## src/rtl/smpl_vhdl.sv

```systemverilog
// smpl_vhdl: 8-bit accumulator CPU, Harvard style, 32-byte instruction and data spaces, external memories.
// Optional internal push/pop stack built only when SMPL_STACK_EN is defined; otherwise push/pop are nops.
module smpl_vhdl #(
    parameter int STACK_DEPTH = 8
) (
    input  logic       clk,
    input  logic       reset,
    output logic       rd_mem,
    output logic       wr_mem,
    output logic [4:0] im_abus,
    input  logic [7:0] im_dbus,
    output logic [4:0] dm_abus,
    input  logic [7:0] dm_in_dbus,
    output logic [7:0] dm_out_dbus
);

    typedef enum logic [1:0] {
        S_FETCH = 2'd0,
        S_EXEC  = 2'd1,
        S_IMM   = 2'd2,
        S_HALT  = 2'd3
    } state_t;

    state_t      r_state;
    state_t      w_next_state;
    logic [4:0]  r_pc;
    logic [7:0]  r_ir;
    logic [7:0]  r_acc;
    logic        r_z;
    logic        r_n;

    logic [4:0]  w_pc_nxt;
    logic [7:0]  w_ir_nxt;
    logic [7:0]  w_acc_nxt;
    logic        w_flag_upd;
    logic        w_rd;
    logic        w_wr;

`ifdef SMPL_STACK_EN
    localparam int SPW  = $clog2(STACK_DEPTH) + 1;
    localparam int IDXW = $clog2(STACK_DEPTH);

    logic [7:0]      r_stack [STACK_DEPTH];
    logic [SPW-1:0]  r_sp;
    logic            w_push;
    logic            w_pop;
    logic            w_can_push;
    logic            w_can_pop;
    logic [IDXW-1:0] w_top_idx;

    // SP counts entries, so it needs one bit more than the index to express "full".
    assign w_can_push = (r_sp != SPW'(STACK_DEPTH));
    assign w_can_pop  = (r_sp != '0);
    assign w_top_idx  = r_sp[IDXW-1:0] - IDXW'(1);
`endif

    always_comb begin
        w_next_state = r_state;
        w_pc_nxt     = r_pc;
        w_ir_nxt     = r_ir;
        w_acc_nxt    = r_acc;
        w_flag_upd   = 1'b0;
        w_rd         = 1'b0;
        w_wr         = 1'b0;
`ifdef SMPL_STACK_EN
        w_push       = 1'b0;
        w_pop        = 1'b0;
`endif
        case (r_state)
            S_FETCH: begin
                w_ir_nxt     = im_dbus;
                w_pc_nxt     = r_pc + 5'd1;
                w_next_state = S_EXEC;
            end
            S_EXEC: begin
                w_next_state = S_FETCH;
                case (r_ir[7:5])
                    3'b001: begin
                        w_rd       = 1'b1;
                        w_acc_nxt  = dm_in_dbus;
                        w_flag_upd = 1'b1;
                    end
                    3'b010: begin
                        w_rd       = 1'b1;
                        w_acc_nxt  = r_acc + dm_in_dbus;
                        w_flag_upd = 1'b1;
                    end
                    3'b011: begin
                        w_rd       = 1'b1;
                        w_acc_nxt  = r_acc - dm_in_dbus;
                        w_flag_upd = 1'b1;
                    end
                    3'b100: w_wr = 1'b1;
                    3'b101: w_pc_nxt = r_ir[4:0];
                    3'b110: if (r_z) w_pc_nxt = r_ir[4:0];
                    3'b111: if (r_n) w_pc_nxt = r_ir[4:0];
                    default: begin
                        case (r_ir[4:0])
                            5'h01: begin
`ifdef SMPL_STACK_EN
                                w_push = w_can_push;
`endif
                            end
                            5'h02: begin
`ifdef SMPL_STACK_EN
                                // An empty pop is a pure nop: ACC, flags and SP all hold.
                                if (w_can_pop) begin
                                    w_pop      = 1'b1;
                                    w_acc_nxt  = r_stack[w_top_idx];
                                    w_flag_upd = 1'b1;
                                end
`endif
                            end
                            5'h03:   w_next_state = S_IMM;
                            5'h1F:   w_next_state = S_HALT;
                            default: w_next_state = S_FETCH;
                        endcase
                    end
                endcase
            end
            S_IMM: begin
                w_acc_nxt    = im_dbus;
                w_flag_upd   = 1'b1;
                w_pc_nxt     = r_pc + 5'd1;
                w_next_state = S_FETCH;
            end
            S_HALT:  w_next_state = S_HALT;
            default: w_next_state = S_FETCH;
        endcase
    end

    always_ff @(posedge clk) begin
        if (reset) begin
            r_state <= S_FETCH;
            r_pc    <= '0;
            r_ir    <= '0;
            r_acc   <= '0;
            r_z     <= 1'b0;
            r_n     <= 1'b0;
        end else begin
            r_state <= w_next_state;
            r_pc    <= w_pc_nxt;
            r_ir    <= w_ir_nxt;
            r_acc   <= w_acc_nxt;
            if (w_flag_upd) begin
                r_z <= (w_acc_nxt == 8'h00);
                r_n <= w_acc_nxt[7];
            end
        end
    end

`ifdef SMPL_STACK_EN
    always_ff @(posedge clk) begin
        if (reset) begin
            r_sp <= '0;
        end else if (w_push) begin
            r_sp <= r_sp + SPW'(1);
        end else if (w_pop) begin
            r_sp <= r_sp - SPW'(1);
        end
    end

    always_ff @(posedge clk) begin
        if (!reset && w_push) begin
            r_stack[r_sp[IDXW-1:0]] <= r_acc;
        end
    end
`endif

    // Outputs are forced low while reset is held, even before the first reset edge.
    assign rd_mem      = w_rd & ~reset;
    assign wr_mem      = w_wr & ~reset;
    assign im_abus     = reset ? 5'd0 : r_pc;
    assign dm_abus     = reset ? 5'd0 : r_ir[4:0];
    assign dm_out_dbus = reset ? 8'd0 : r_acc;

endmodule

```

## config.mk

```make
export PLATFORM = sky130hd
export DESIGN_NAME = smpl_vhdl
export DESIGN_NICKNAME = d
export VERILOG_FILES = /design/src/rtl/smpl_vhdl.sv
export SDC_FILE = /design/constraint.sdc
export NUM_CORES = 1
export LEC_CHECK = 0
export ABC_AREA = 1
export CORE_ASPECT_RATIO = 0.9
export CORE_MARGIN = 2
export CORE_UTILIZATION = 38
export DETAILED_ROUTE_END_ITERATION = 7
export MAX_ROUTING_LAYER = met4
export PLACE_DENSITY = 0.65
export RECOVER_POWER = 50
export SLEW_MARGIN = 40
export SYNTH_ARGS = -nofsm -noshare
export SYNTH_HDL_FRONTEND = slang
export SYNTH_SLANG_ARGS = --single-unit
```

## constraint.sdc

```tcl
create_clock -name clk -period 6.5 [get_ports clk]
set_input_delay 1.3 -clock clk [delete_from_list [all_inputs] [get_ports clk]]
set_output_delay 1.3 -clock clk [all_outputs]
set_load 0.1 [all_outputs]
```

==> reports/qor.tcl <==
set qor(postSynth.asyncResetShare) 0
set qor(powerDensity_mw_per_mm2) 190
set qor(detail_route.first_pass.iterations) 4
set qor(fmax_ghz) 0.235
set qor(rr_worst_depth) 18
set qor(final_common_cell) {nand2_1}
set qor(clock_tree.htree_level_count) 1
set qor(crit-reg2reg-capture) {r_z}
set qor(grt_setup_unrepaired) {false}
set qor(setup_viol) 0
set qor(design.final.nets) 409
set qor(cts.repair_timing.setup_buffer_count) 0
set qor(hold_path_startpoint) {r_z}
set qor(cts_buffers) 3
set qor(whs_endpoint) {r_z}
set qor(required_ns) 5.20
set qor(placedCellCount) 439
set qor(cp_max_fo) 25
set qor(synth-seq-area-share) 0.233
set qor(filler_cell_count) 588
set qor(yosys_register_bits) 25
set qor(totalNegativeSetupSlack_ns) 0
set qor(detail_route.vias_per_cell) 4.92
set qor(final-seq-area_um2) 500
set qor(number_of_enable_type_register_cells_in_the_synthesized_netlist) 0
set qor(power_leakage_nw) 1.22
set qor(worstSetupEndpointType) {output port}
set qor(crit_type) {in2out}
set qor(clk_path_buf_depth) 2
set qor(outcome) {complete, no violations}
set qor(slew_violations) 0
set qor(layout.cells.non_filler) 443
set qor(startpoint_type) {input pin}
set qor(timing.rr.start) {r_ir[6]}
set qor(die_height_um) 75.4
set qor(grt_antenna_before_repair) 0
set qor(timing.final.hold_violations) 0
set qor(dp_hpwl_mm) 4.27
set qor(mostFrequentLayoutCells) {nand2_1 (82), inv_1 (58), nor2_1 (39), a21oi_1 (26), dfxtp_1 (25)}
set qor(critPathArrivalTime_ns) 2.96
set qor(worst_slew_margin_rel) 0.230
set qor(top_post_synthesis_cells_by_area) {dfxtp_1 (23%), nand2_1 (14%), inv_1 (10%)}
set qor(initial_drt_markers) 103
set qor(postSynthCellCount) 344
set qor(dieArea_mm2) 0.00628
set qor(irDropWorstVdd_v) 0.0000891
set qor(cts_repair_resize_count) 0
set qor(floorplan.initialDensity) 0.402
set qor(final.min_clock_period_ns) 4.26
set qor(via_count) 2180
set qor(multi_input_comb_area_mm2) 0.00134
set qor(detail-route-antenna-nets) 0
set qor(first_global_vias) 1942
set qor(post_synth_instance_area_mm2) 0.00215
set qor(core.rowCount) 25
set qor(antennaDiodeCount) 0
set qor(die_width_um) 83.3
set qor(max_cap_violations) 0
set qor(core_area_mm2) 0.00535
set qor(clk-insertion-delay-late_ns) 0.27
set qor(port_buffers) 37
set qor(netlist-cell-type-count) 35
set qor(pin_count_of_the_biggest_net_entering_global_routing) 26
set qor(place_area_mm2) 0.00242
set qor(tritoncts) {done}
set qor(fin_area_mm2) 0.00246
set qor(routed_wl_mm) 5.50
set qor(synth-warning-count) 0
set qor(netlist.top_cell.by_area) {dfxtp_1}
set qor(grt_overflow_total) 0
set qor(place_congestion) 0.868
set qor(worst_slew_pin_slew_ns) 1.16
set qor(layout_worst_path_cycle_share) 0.656
set qor(grt_pass1_wl_mm) 9.19
set qor(clkSlewWorstSetupHoldPaths_ns) 0.09
set qor(post-route-drc-count) 0
set qor(synth_top_cell_area_share) 0.233
set qor(worst-r2r-setup-slack_ns) 3.76
set qor(post_drt_wl_per_cell_um) 12.4
set qor(final_layout_size_suffix_gt1_frac) 0.101
set qor(clock-sinks) 25
set qor(hold_buffers) 0
set qor(timing.hold.worst_path_depth) 2
set qor(min-delay-path-class) {reg2reg}
set qor(clk_root_buffer_cell) {clkbuf_8}
set qor(syn_area_per_cell_um2) 6.25
set qor(area_growth_syn_to_layout_pct) 14.5
set qor(fin_worst_skew_ns) 0.00417
set qor(grt.total_usage) 0.188
set qor(synth.net_count) 376
set qor(final_core_util) 0.460
set qor(synth-main-ff-cell) {dfxtp_1}
set qor(ioPinCount) 38
sequential cells by signal (all words and copies together) (netlist names):
name and cells:
r_n 1, r_pc 5, r_acc 8, r_state 2, r_ir 8, r_z 1
routing by layer:
metal,wire (um),vias to the layer above,track usage
met4,76,0,0.0401
met1,2930,963,0.262
li1,-,1160,-
met2,2230,51,0.290
met3,266,6,0.0293
met5,0,-,-
worst max-delay path, cell delays in order:
cell and delay [ns]:
clkbuf_1 0.78, clkbuf_1 0.46, nor4_1 0.15, buf_4 0.26
report_power, final:
part	internal [mW]	switching, mW	leakage, nW	total (mW)
combinational	0.0586	0.140	0.991	0.199
clock	0.0429	0.0502	0.0255	0.0931
sequential	0.165	0.00991	0.207	0.175
total	0.266	0.200	1.22	0.467
cells by family (layout without fill, tap and decap cells):
logic type	count (synthesis)	in the layout	synth area share
flip-flops	25	25	0.233
adder cells (fa/ha/maj)	14	14	0.0850
buffers and inverters	70	102	0.144
XOR/XNOR	7	7	0.0285
AND/OR/NAND/NOR	166	166	0.343
AO/OA/AOI/OAI	62	62	0.167
cells in the mapped netlist, drive strengths merged, types with 4 or more instances:
| cell type | n |
|---|---|
| nand3 | 22 |
| nand2 | 90 |
| o21ai | 21 |
| clkbuf | 7 |
| xor2 | 5 |
| ha | 13 |
| nor3 | 4 |
| nor2 | 41 |
| inv | 60 |
| dfxtp | 25 |
| a21oi | 29 |
| nand4 | 4 |
per-stage QoR:
stage	setup WS (ns)	total power [mW]	hold WS (ns)
6_report	2.24	0.467	0.482
5_1_grt	2.02	0.501	0.502
4_1_cts	2.51	0.469	0.482
3_5_place_dp	2.24	0.377	0.467
3_3_place_gp	1.48	0.380	0.472
2_1_floorplan	0.836	0.335	0.455
how the worst max path moves through the flow:
stage	start	to	slack, ns	cells after the start
after floorplan	reset	wr_mem	0.84	2
after global placement	reset	rd_mem	1.48	3
after detailed placement	dm_in_dbus[0]	r_z	2.24	24
after CTS	dm_in_dbus[0]	r_z	2.51	24
after global routing	dm_in_dbus[0]	r_z	2.02	24
final	reset	wr_mem	2.24	4
final cells by class:
class                   count  area share
clock buffers               3      0.0168
flip-flops and latches     25       0.203
inverters                  60      0.0915
repair buffers             38       0.108
well taps                  67      0.0341
clock inverters             1     0.00203
multi-input cells         249       0.544
No activity file was read; power rests on OpenSTA's default activity.
==> patch 1, RTL diff (same settings) <==
Add a define of `SMPL_STACK_EN`.
--- a/src/rtl/smpl_vhdl.sv
+++ b/src/rtl/smpl_vhdl.sv
@@ -1,4 +1,6 @@
 // smpl_vhdl: 8-bit accumulator CPU, Harvard style, 32-byte instruction and data spaces, external memories.
 // Optional internal push/pop stack built only when SMPL_STACK_EN is defined; otherwise push/pop are nops.
+`define SMPL_STACK_EN
+
 module smpl_vhdl #(
     parameter int STACK_DEPTH = 8
Check against the original RTL: not equivalent (a bounded check fails within 10 cycles, from zero or initial values and one cycle with reset high).
==> patch 1 against the unedited design <==
  * Non-clock buffer count up 10
  * Sequential cell count up 68
  * Fmax down 10%
  * Worst setup slack worse by 500 ps
  * Wire length up 130%
  * Cell area up 140%
  * Global-route usage up 0.16 points
  * Die area up 130%
  * Synthesized area up 140%
  * Utilization down 1.9 points
  * Power rose to 3.1 times the old value
  * Critical path type unchanged
  * Largest cell class is now sequential cells
==> patch 1: results (changes against the unedited design) <==
Non-clk invs = 69 (was 60)
Primary FF master, synth = edfxtp_1 (was dfxtp_1)
Net count, final = 680 (was 409)
status = finished, final reports clean (unchanged)
DRT Pass-1 Iters = 5 (was 4)
top-area cell type share of the netlist area = 37.4% (was 23.3%)
met3 Usage GRT = 3.55% (was 2.93%)
Non-clock buffer share = 5.99% (was 10.8%)
layout cells sized above 1 = 11.6% (was 10.1%)
Post-synth EDFFs = 64 (was 0)
Crit path arrival time = 3460 ps (was 2960 ps)
synthesis-stage register bit count = 93 (was 25)
Comb pwr share = 16.5% (was 42.6%)
vias per std cell = 5.19 (was 4.92)
Mapped Nets = 644 (was 376)
wire length on met3 = 671 µm (was 266 µm)
hold_sp = r_pc[4]$_SDFFE_PP0P_ (was r_z$_SDFFE_PP0P_)
vias in the first global route = 4115 (was 1942)
nonclk buf count = 48 (was 38)
H-tree levels = 3 (was 1)
leakage power = 2.45 nW (was 1.22 nW)
Fillers = 1325 (was 588)
Synth top cells by count = 142 x nand2_1, 69 x nand3_1, 64 x edfxtp_1 (was 82 x nand2_1, 58 x inv_1, 39 x nor2_1)
Clock Skew = 8.01 ps (was 4.17 ps)
dominant cells by area after synthesis = edfxtp_1 37%, dfxtp_1 11%, nand2_1 10% (was dfxtp_1 23%, nand2_1 14%, inv_1 10%)
Iter 0 DRT Violations = 322 (was 103)
Final Routed Wirelength = 12.7 mm (was 5.50 mm)
Max-slew headroom = 28.4% (was 23.0%)
root buffer selected by CTS = clkbuf_16 (was clkbuf_8)
ClkCell Share = 5.22% (was 1.88%)
RR Startpoint = r_sp[0]$_SDFFE_PP0P_ (was r_ir[6]$_SDFFE_PP0P_)
multi-input logic area = 2220 µm² (was 1340 µm²)
Clock Buffer Count = 9 (was 3)
Clock transition at path regs = 70 ps (was 90 ps)
pre-CTS WS = 1990 ps (was 2240 ps)
==> patch 1: cell count changes after synthesis, moves of 11 or more <==
cell      change
o21ai_0      +13
nand3_1      +47
nand2_1      +60
a21oi_1      +13
edfxtp_1     +64
nor2_1       +12
nor3_1       +11
==> patch 1: through the flow <==
step	cells	area (µm²)	total power, mW
2_1_floorplan	608	5130	0.868
3_3_place_gp	801	5650	0.927
3_5_place_dp	801	5560	0.926
4_1_cts	817	5860	1.47
5_1_grt	817	5850	1.52
6_report	817	5850	1.45
==> patch 1: final timing paths <==
check | slack [ps] | cells after the start | to
max | 1740 | 4 | dm_out_dbus[6]
min | 480 | 2 | r_pc[4]$_SDFFE_PP0P_
max reg2reg | 2800 | 15 | r_sp[3]$_SDFFE_PP0P_
min reg2reg | 480 | 2 | r_pc[4]$_SDFFE_PP0P_
==> patch 1: critical path, cell delays in order <==
cell	delay (ps)
dlygate4sd3_1	940
clkbuf_1	720
nor2_1	150
buf_2	340
==> patch 2, RTL diff (config.mk and constraints unchanged) <==
Without the edit above. Encoding of `state_t`: now one-hot (4 bits for 4 states).
--- a/src/rtl/smpl_vhdl.sv
+++ b/src/rtl/smpl_vhdl.sv
@@ -15,9 +15,9 @@
 );
 
-    typedef enum logic [1:0] {
-        S_FETCH = 2'd0,
-        S_EXEC  = 2'd1,
-        S_IMM   = 2'd2,
-        S_HALT  = 2'd3
+    typedef enum logic [3:0] {
+        S_FETCH = 4'b0001,
+        S_EXEC  = 4'b0010,
+        S_IMM   = 4'b0100,
+        S_HALT  = 4'b1000
     } state_t;
 
Behaviour: same outputs for any inputs over 10 cycles, from zero or initial values and one cycle with reset high; not proved beyond that.
==> patch 2 against the unedited design <==
  * Worst setup slack lost 110 ps
  * Synthesized cell count down 1.7%
  * Critical endpoint unchanged
  * Sequential cell count is 2 higher
  * Sequential power grew 11%
  * Synthesized area decreased by 2.9%
  * Power grew 4.3%
  * Wire length decreased by 3.5%
  * Largest power group is now registers
  * Cell area increased by 0.36%
  * Largest cell class unchanged
  * Clock skew grew 2.4 ps
  * Via count decreased by 1.6%
==> patch 2: results (changes against the unedited design) <==
status = finished, final reports clean (unchanged)
Hold Path Stages = 2 (unchanged)
routed len/inst = 12.0 µm (was 12.4 µm)
met3 Usage GRT = 2.67% (was 2.93%)
Fillers = 560 (was 588)
maximum VDD drop = 0.0929 mV (was 0.0891 mV)
register area share after synthesis = 25.9% (was 23.3%)
GPL Wtd Cong = 0.906 (was 0.868)
met2 GRT Util = 29.1% (was 29.0%)
Global Route Usage Sum = 19.1% (was 18.8%)
Synth top cells by count = 69 x nand2_1, 62 x inv_1, 42 x nor2_1 (was 82 x nand2_1, 58 x inv_1, 39 x nor2_1)
Mapped Nets = 366 (was 376)
Final Routed Wirelength = 5.30 mm (was 5.50 mm)
Skew-Pair Late Insertion Delay = 280 ps
dominant cells by area after synthesis = dfxtp_1 26%, nand2_1 12%, inv_1 11% (was dfxtp_1 23%, nand2_1 14%, inv_1 10%)
length in cells of the worst reg-to-reg path = 16 (was 18)
largest net degree at the start of global routing = 25 (was 26)
first-pass GRT wire length = 8.76 mm (was 9.19 mm)
layout cells sized above 1 = 10.9% (was 10.1%)
Clock Skew = 6.52 ps (was 4.17 ps)
leakage power = 1.26 nW (was 1.22 nW)
cell total after placement = 438 (was 439)
Net count, final = 404 (was 409)
DP Wirelength = 4.26 mm (was 4.27 mm)
count of different cell masters after synthesis = 31 (was 35)
peak fanout along the critical path = 24 (was 25)
Crit path arrival time = 3070 ps (was 2960 ps)
gate count of the mapped netlist = 338 (was 344)
Iter 0 DRT Violations = 131 (was 103)
vias per std cell = 4.85 (was 4.92)
total number of yosys warnings = 0 (unchanged)
vias in the first global route = 1891 (was 1942)
top flop regs = r_acc (8), r_ir (8), r_pc (5) (unchanged)
pre-CTS WS = 2200 ps (was 2240 ps)
GRT met1 Usage = 27.6% (was 26.2%)
Worst-Margin Slew = 1160 ps (about the same)
P_sw = 206 µW (was 200 µW)
# diodes = 0 (unchanged)
[patch 2: cell types whose count changed after synthesis, sizes merged, moves of 5 or more]
cell / unedited run / this run
a21oi: 29 / 24
nor2: 41 / 46
o22ai: 0 / 7
nand3: 22 / 29
nand2: 90 / 74
inv: 60 / 65
[patch 2: power by group through the flow]
stage	Clock [mW]	Sequential [mW]	Combinational, mW
5_1_grt	0.111	0.198	0.215
2_1_floorplan	0	0.195	0.152
6_report	0.0987	0.195	0.193
4_1_cts	0.103	0.195	0.194
3_5_place_dp	0	0.198	0.194
3_3_place_gp	0	0.198	0.199
[patch 2: through the flow]
stage	power [mW]	util (%)	cell area, µm²
finish	0.487	46.7	2470
global route	0.523	46.7	2470
CTS	0.492	46.8	2470
detailed placement	0.392	45.9	2430
global placement	0.397	47.8	2530
floorplan	0.347	-	2090
[patch 2: worst paths after layout]
check                                       endpoint  slack, ps                 start
worst min register to register  r_pc[4]$_SDFFE_PP0P_        510  r_pc[4]$_SDFFE_PP0P_
worst max-delay path                          wr_mem       2130                 reset
worst max register to register      r_n$_SDFFE_PP0P_       3830  r_ir[7]$_SDFFE_PP0N_
worst min-delay path            r_pc[4]$_SDFFE_PP0P_        510  r_pc[4]$_SDFFE_PP0P_
[patch 2: cell families after synthesis]
kind of cell	synth area share, %
and+or+nand+nor	36.4
buffers and inverters	12.6
AOI/OAI and AO/OA	15.3
DFF	25.9
adders and majority gates	6.36
xor gates and xnor gates	3.36
[patch 2: critical path, cell delays in order]
cell	delay (ps)
clkbuf_1	790
inv_1	470
nand2_1	200
nor3_1	70
buf_4	230
[patch 2: metal layers]
| metal | routed length (µm) | share of wire, % |
|---|---|---|
| met2 | 2300 | 43 |
| met5 | 0 | 0 |
| met1 | 2750 | 52 |
| met3 | 225 | 4.2 |
| met4 | 23 | 0.43 |
[patch 2: final cells by class]
cell class / count / share of cell area (%)
well taps: 67 / 3.39
flip-flops and latches: 27 / 21.9
inverters: 65 / 9.88
multi-input cells: 241 / 51.9
clock buffers: 3 / 1.67
repair buffers: 38 / 10.9
clock inverters: 1 / 0.304
